==> src/rtl/uart_fizzbuzz_core.sv <==
`default_nettype none
// uart_fizzbuzz_core: byte-stream FizzBuzz term generator driven by UART commands 'r', 'n', 'c'.
// Define FB_WORDS_EN to emit Fizz/Buzz/FizzBuzz words; otherwise every term is the plain number.
module uart_fizzbuzz_core #(
  parameter int NUM_DIGITS = 3,
  parameter int CNT_MAX    = 100,
  parameter int FIZZ_DIV   = 3,
  parameter int BUZZ_DIV   = 5
) (
  input  logic       clk,
  input  logic       rst,
  input  logic [7:0] i_rx_data,
  input  logic       i_rx_valid,
  input  logic       i_tx_busy,
  output logic [7:0] o_tx_data,
  output logic       o_tx_valid,
  output logic       o_busy
);
  localparam int CW = 4 * NUM_DIGITS;

  function automatic logic [CW-1:0] bcd_of(input int v);
    int t;
    t = v;
    bcd_of = '0;
    for (int k = 0; k < NUM_DIGITS; k++) begin
      bcd_of[4*k +: 4] = 4'(t % 10);
      t = t / 10;
    end
  endfunction

  localparam logic [CW-1:0] MAX_BCD = bcd_of(CNT_MAX);

  if (FIZZ_DIV < 2 || BUZZ_DIV < 2 || CNT_MAX >= 10 ** NUM_DIGITS) begin : g_param_check
    $error("uart_fizzbuzz_core: illegal parameter combination");
  end

  typedef enum logic [2:0] {IDLE, SEL, SEND, GUARD, NEXT, ADV} state_t;
  typedef enum logic [1:0] {K_NUM, K_FIZZ, K_BUZZ, K_FB} kind_t;

  state_t        state;
  kind_t         kind;
  kind_t         kind_sel;
  logic [CW-1:0] count;
  logic [CW-1:0] count_inc;
  logic          inc_carry;
  logic [7:0]    len;
  logic [7:0]    idx;
  logic [7:0]    msd_len;
  logic [7:0]    dsel;
  logic [3:0]    digit;
  logic [7:0]    char_out;
  logic          buzz_half;
  logic          run;
  logic          stop;

`ifdef FB_WORDS_EN
  localparam int FW = $clog2(FIZZ_DIV);
  localparam int BW = $clog2(BUZZ_DIV);
  logic [FW-1:0] fmod;
  logic [BW-1:0] bmod;

  always_comb begin
    kind_sel = K_NUM;
    if (fmod == '0 && bmod == '0) kind_sel = K_FB;
    else if (fmod == '0)          kind_sel = K_FIZZ;
    else if (bmod == '0)          kind_sel = K_BUZZ;
  end
`else
  always_comb kind_sel = K_NUM;
`endif

  // BCD ripple increment; CNT_MAX folds back to zero.
  always_comb begin
    count_inc = count;
    inc_carry = 1'b1;
    for (int k = 0; k < NUM_DIGITS; k++) begin
      if (inc_carry) begin
        if (count[4*k +: 4] == 4'd9) begin
          count_inc[4*k +: 4] = 4'd0;
        end else begin
          count_inc[4*k +: 4] = count[4*k +: 4] + 4'd1;
          inc_carry = 1'b0;
        end
      end
    end
    if (count == MAX_BCD) count_inc = '0;
  end

  // Number of digits from the most-significant nonzero one; zero still shows one digit.
  always_comb begin
    msd_len = 8'd1;
    for (int k = 1; k < NUM_DIGITS; k++) begin
      if (count[4*k +: 4] != 4'd0) msd_len = 8'(k + 1);
    end
  end

  always_comb begin
    dsel  = len - idx - 8'd1;
    digit = 4'd0;
    for (int k = 0; k < NUM_DIGITS; k++) begin
      if (8'(k) == dsel) digit = count[4*k +: 4];
    end
    buzz_half = (kind == K_BUZZ) || (kind == K_FB && idx[2]);
    if (idx == len)          char_out = 8'h0D;
    else if (idx > len)      char_out = 8'h0A;
    else if (kind == K_NUM)  char_out = {4'h3, digit};
    else begin
      case (idx[1:0])
        2'd0:    char_out = buzz_half ? "B" : "F";
        2'd1:    char_out = buzz_half ? "u" : "i";
        default: char_out = "z";
      endcase
    end
  end

  always_ff @(posedge clk) begin
    if (rst) begin
      state      <= IDLE;
      kind       <= K_NUM;
      count      <= '0;
      len        <= 8'd1;
      idx        <= 8'd0;
      run        <= 1'b0;
      stop       <= 1'b0;
      o_tx_data  <= 8'd0;
      o_tx_valid <= 1'b0;
      o_busy     <= 1'b0;
`ifdef FB_WORDS_EN
      fmod       <= '0;
      bmod       <= '0;
`endif
    end else begin
      o_tx_valid <= 1'b0;
      // Any byte arriving during a continuous run ends it after the current term.
      if (run && state != IDLE && i_rx_valid) stop <= 1'b1;
      case (state)
        IDLE: begin
          if (i_rx_valid) begin
            case (i_rx_data)
              "r": begin
                count  <= '0;
`ifdef FB_WORDS_EN
                fmod   <= '0;
                bmod   <= '0;
`endif
                o_busy <= 1'b1;
                state  <= SEL;
              end
              "n": begin
                o_busy <= 1'b1;
                state  <= SEL;
              end
              "c": begin
                run    <= 1'b1;
                o_busy <= 1'b1;
                state  <= SEL;
              end
              default: ;
            endcase
          end
        end
        SEL: begin
          kind  <= kind_sel;
          len   <= (kind_sel == K_NUM) ? msd_len : (kind_sel == K_FB) ? 8'd8 : 8'd4;
          idx   <= 8'd0;
          state <= SEND;
        end
        SEND: begin
          if (!i_tx_busy) begin
            o_tx_data  <= char_out;
            o_tx_valid <= 1'b1;
            state      <= GUARD;
          end
        end
        GUARD: state <= NEXT;
        NEXT: begin
          if (idx > len) begin
            state <= ADV;
          end else begin
            idx   <= idx + 8'd1;
            state <= SEND;
          end
        end
        ADV: begin
          count <= count_inc;
`ifdef FB_WORDS_EN
          if (count == MAX_BCD) begin
            fmod <= '0;
            bmod <= '0;
          end else begin
            fmod <= (fmod == FW'(FIZZ_DIV - 1)) ? '0 : fmod + 1'b1;
            bmod <= (bmod == BW'(BUZZ_DIV - 1)) ? '0 : bmod + 1'b1;
          end
`endif
          if (run && !stop && !i_rx_valid && count != MAX_BCD) begin
            state <= SEL;
          end else begin
            run    <= 1'b0;
            stop   <= 1'b0;
            o_busy <= 1'b0;
            state  <= IDLE;
          end
        end
        default: state <= IDLE;
      endcase
    end
  end
endmodule
`default_nettype wire

==> config.mk <==
export PLATFORM = sky130hd
export DESIGN_NAME = uart_fizzbuzz_core
export DESIGN_NICKNAME = d
export VERILOG_FILES = /design/src/rtl/uart_fizzbuzz_core.sv
export SDC_FILE = /design/constraint.sdc
export NUM_CORES = 1
export LEC_CHECK = 0
export CORE_MARGIN = 10
export CORE_UTILIZATION = 33
export CTS_CLUSTER_SIZE = 30
export DETAILED_ROUTE_END_ITERATION = 8
export PLACE_DENSITY = 0.49
export SLEW_MARGIN = 0
export SYNTH_ARGS = -nofsm -noshare
export SYNTH_HDL_FRONTEND = slang
export SYNTH_SLANG_ARGS = --single-unit
==> constraint.sdc <==
create_clock -name clk -period 6.05 [get_ports clk]
set_input_delay 1.21 -clock clk [delete_from_list [all_inputs] [get_ports clk]]
set_output_delay 1.21 -clock clk [all_outputs]
set_load 0.01 [all_outputs]
# Word level (Yosys, flattened, before mapping)

Cells that the tools add are included.

$add $sub $neg: 6
Order comparisons: 1
Equal/unequal tests: 25
Muxes and demuxes: 38
Bitwise logic cells: 2
Reduce and logical (&&, ||, !) cells: 24

Operator list:

| operator                                                               | count |
|---|---|
| 12-bit 2-to-1 mux                                                      | 3 |
| 4-bit 2-to-1 mux                                                       | 8 |
| 8-bit by 7-bit equality test with 1-bit output, second input constant  | 3 |
| 12-bit case mux with 2 select lines                                    | 1 |
| 3-bit case mux with 6 select lines                                     | 1 |
| 8-bit 2-to-1 mux                                                       | 2 |
| 8-bit case mux with 2 select lines                                     | 1 |
| 4-bit AND reduction                                                    | 4 |
| 1-bit 2-to-1 mux                                                       | 13 |
| 4-bit by 1-bit adder with 4-bit output, second input constant          | 3 |
| 12-bit by 9-bit equality test with 1-bit output, second input constant | 1 |
| 4-bit equality test, second input constant                             | 3 |
| 3-bit 2-to-1 mux                                                       | 4 |
| 6-bit 2-to-1 mux                                                       | 2 |
| 12-bit by 9-bit != test with 1-bit output, second input constant       | 1 |
| 2-bit != test, second input constant                                   | 5 |
| 8-bit by 1-bit adder with 8-bit output, second input constant          | 1 |
| 1-bit by 8-bit equality test with 1-bit output, first input constant   | 1 |
| 2-bit by 8-bit equality test with 1-bit output, first input constant   | 1 |
| 8-bit equality test                                                    | 1 |
| 8-bit > comparator                                                     | 1 |
| 8-bit logical NOT                                                      | 1 |
| 4-bit nonzero test                                                     | 2 |
| 8-bit by 1-bit subtractor with 8-bit output, second input constant     | 1 |
| other kinds (18)                                                       | 32 |

Flip-flop bits (word level): 43
Input bits: 12
Output and inout port bits: 10
Word-level logic and storage cells: 107

# Longest topological paths before layout

Depth in word-level cells: 8
Depth in mapped cells: 8
Depth with buffers taken out: 8

# Least setup slack after synthesis

No wires, ideal clock.

Path kind: in2reg
Start point: in i_tx_busy
End point: reg o_tx_data[3]
Setup time: 122 ps
Data arrival time: 2266 ps
Data required time: 5928 ps
Slack: 3662 ps
Stages on the path: 5
Path buffers: 0
Path through: nor4b_1 o31a_1 nand3_1 o221ai_1 a21oi_1

Cells in the longest elaborated chain, start to end: 2

RTL lines:

| element                       | line | RTL |
|---|---|---|
| start: declaration            | 14   | `input logic i_tx_busy,` |
| 1-bit inverter (no line)      | n/a  |  |
| 2-bit AND reduction (no line) | n/a  |  |
| end signal: assignment        | 170  | `o_tx_data <= char_out;` |
| end: declaration              | 15   | `output logic [7:0] o_tx_data,` |

No other way between the ends.
A chain may end at the register's enable or synchronous reset.

==> impl_metrics.tcl <==
set metrics [dict create \
    port_buffers 19 \
    max_freq_mhz 332.2 \
    antenna_found_initial 0 \
    crit_fanout 20 \
    skew_ps 5.985 \
    dp_slack_ps 2747 \
    hold_slack_ps 467.6 \
    routed_wl_um 5084 \
    avgViaCountPerCell 5.251 \
    synth.cell_area_um2 2079 \
    synthAdderAreaFrac_pct 8.785 \
    io_pins 22 \
    tightest_slew_ps 945.9 \
    ys_warn_count 0 \
    synthArstFlopShare_pct 0 \
    synth_ff_type "dfxtp_1" \
    reg2reg_depth 8 \
    postSynthAreaPerCell_um2 8.351 \
    power.leakage_nw 0.9064 \
    setup_viol 0 \
    cts_buffer_depth 2 \
    vias 1796 \
    hold_violations 0 \
    syn_inst 249 \
    numClockSinks 34 \
    worstHoldPathCells 2 \
    clk_latency_ps 290 \
    hold_buffers 0 \
    h-tree-depth 2 \
    dr.pass1.iters 4 \
    ff2ff_setup_slack_ps 3830 \
    grt_max_degree 21 \
    finalCritPeriodShare_pct 49.76 \
    status "completed" \
    peakVddDrop_v 0.00008448 \
    yosysSeqAreaShare_pct 32.73 \
    cts_made_buffers 5 \
    powerDensity_nw_per_um2 177.8 \
    first_iter_violations 59 \
    synth_top_cells_by_area "dfxtp_1 33%, ha_1 7.8%, o21ai_0 4.8%, nor2_1 4.7%, nand2_1 3.2%" \
    muxShareOfSynthArea_pct 2.407 \
    yosysTopAreaCell "dfxtp_1" \
    synth-simple-area-share_pct 27.80 \
    r2r-end "o_tx_data[2]$_SDFFE_PP0P_" \
    maxSlewHeadroom_pct 36.05 \
    critPathLaunchType "primary input" \
    fp.dieH_um 99.38 \
    grt_pass1_wl_um 8404 \
    setup_tns_ps 0 \
    groute.usage.overall_pct 10.33 \
    n_fill_cell 626 \
    placementRows 28 \
    setup_ws_ps 3040 \
    synth_top_area_share_pct 32.73 \
    layout_min_cycle_time_ps 3010 \
    die_area_um2 9876 \
    reg2reg_from "idx[0]$_SDFFE_PP0P_" \
    final_nets 292 \
    rsz0062_at_grt "no" \
    root_buffer "clkbuf_8" \
    synth_edf_count 0 \
    clkTransAtPathRegs_ps 70 \
    cp.arrival_ps 3180 \
    yosys_register_bits 34 \
    drtAntennaViolNets 0 \
    ctsResizeCount 0 \
    synth_top_family_by_area "simple AND/OR/NAND/NOR gates" \
    min_from "o_tx_data[4]$_SDFFE_PP0P_" \
    synth_cell_type_count 57 \
    grt_pass1_vias 1726 \
    hold_path_class "reg -> reg" \
    wl_per_cell_um 14.87 \
    area_growth_syn_to_layout_pct 15.64 \
    insertedDiodeCount 0 \
    hold_end "o_tx_data[4]$_SDFFE_PP0P_" \
    die-width_um 99.38 \
    drive_above_1_share_pct 7.865 \
    drv_slew 0 \
    grt_overflow 0 \
    path_class "in -> reg" \
    critPathCaptureType "flip-flop" \
    post-dp-hpwl_um 3798 \
    synth_xor_area_share_pct 1.264 \
    postCtsSetupBuffers 0 \
    cts_tree "yes" \
    synth_compound_area_share_pct 21.36 \
    maxCapViolCount 0 \
    core_area_um2 6026 \
    drc 0 \
    gp_congestion 0.7336 \
    start_util_pct 34.51 \
    required_ps 6220 \
]
where the power goes:
| group | total, mW | internal (mW) | switching, mW | leakage (nW) |
|---|---|---|---|---|
| Sequential | 0.226 | 0.224 | 0.00117 | 0.274 |
| Clock | 0.179 | 0.0919 | 0.0876 | 0.0482 |
| Combinational | 0.0226 | 0.0114 | 0.0113 | 0.584 |
| Total | 0.428 | 0.328 | 0.100 | 0.906 |
state kept, by name, indices dropped and copies added (netlist names):
register    count
o_busy          1
state           3
stop            1
run             1
idx             8
o_tx_data       5
count          12
len             2
o_tx_valid      1
layout make-up:
| cell class | instances | area (um2) | share of cell area (%) |
|---|---|---|---|
| flip-flops and latches | 34 | 680.7 | 28.30 |
| clock inverters | 1 | 5.005 | 0.2081 |
| well taps | 75 | 93.84 | 3.902 |
| repair buffers | 19 | 190.2 | 7.908 |
| multi-input cells | 190 | 1289 | 53.59 |
| inverters | 16 | 60.06 | 2.497 |
| clock buffers | 7 | 86.33 | 3.590 |
per-stage QoR:
stage | util (%) | power (mW) | area [um2] | std cells
after CTS | 39.91 | 0.4340 | 2405 | 342
after detailed placement | 38.39 | 0.2532 | 2313 | 334
after global placement | 38.39 | 0.2531 | 2313 | 334
after floorplan | - | 0.2426 | 2083 | 250
after global routing | 39.91 | 0.4430 | 2405 | 342
final | 39.91 | 0.4276 | 2405 | 342
routing by layer:
| metal | vias to the layer above | wire (um) | GRT usage, % |
|---|---|---|---|
| met1 | 844 | 2492 | 12.69 |
| met4 | 0 | 85 | 4.631 |
| met5 | - | 0 | 0 |
| met2 | 19 | 2347 | 16.68 |
| li1 | 925 | - | - |
| met3 | 8 | 158 | 2.422 |
cells by family (layout without fill, tap and decap cells):
logic type      after synthesis  count (layout)
compound gates               64              64
fa+ha+maj                    14              14
flops                        34              34
simple gates                102             102
xor+xnor                      3               3
buf+inv                      26              43
mux                           5               5
other cells                   1               2
how the worst max path moves through the flow:
stage | slack [ps] | start | cells after the start | to
floorplan | 3660 | i_tx_busy | 5 | o_tx_data[3]$_SDFFE_PP0P_
global placement | 2790 | i_tx_busy | 6 | o_tx_data[3]$_SDFFE_PP0P_
detailed placement | 2750 | rst | 4 | count[11]$_SDFFE_PP0P_
CTS | 3050 | rst | 4 | count[10]$_SDFFE_PP0P_
global route | 2810 | rst | 4 | count[10]$_SDFFE_PP0P_
finish | 3040 | rst | 4 | count[10]$_SDFFE_PP0P_
layout by cell type, fill, tap and decap left out, types with 3 or more instances in the layout:
cell type and count:
dfxtp_1 34, nor2_1 26, o21ai_0 20, clkdlybuf4s50_1 19
nand2_1 18, inv_1 15, ha_1 13, a21oi_1 8
nor3_1 8, and2_1 8, nand3_1 8, nor2b_1 6
a31oi_1 6, clkbuf_8 6, mux2i_1 5, o21a_1 5
and3b_1 3, or3_1 3, nand3b_1 3, a211o_1 3
synthesized netlist by cell type (3+ instances only):
cell,n
ha_1,13
nor3_1,8
o21ai_0,20
buf_4,4
dfxtp_1,34
nand3_1,8
a21oi_1,8
or3_1,3
nand2_1,18
nor2_1,26
a211o_1,3
a31oi_1,6
o21a_1,5
nand3b_1,3
inv_1,15
nor2b_1,6
clkbuf_1,5
and2_1,8
mux2i_1,5
and3b_1,3
critical path, cell delays in order:
cell	delay, ps
clkdlybuf4s50_1	990
clkinv_1	520
o21ai_0	330
o21ai_0	120
Note: power is estimated with default switching activity, not from simulation.
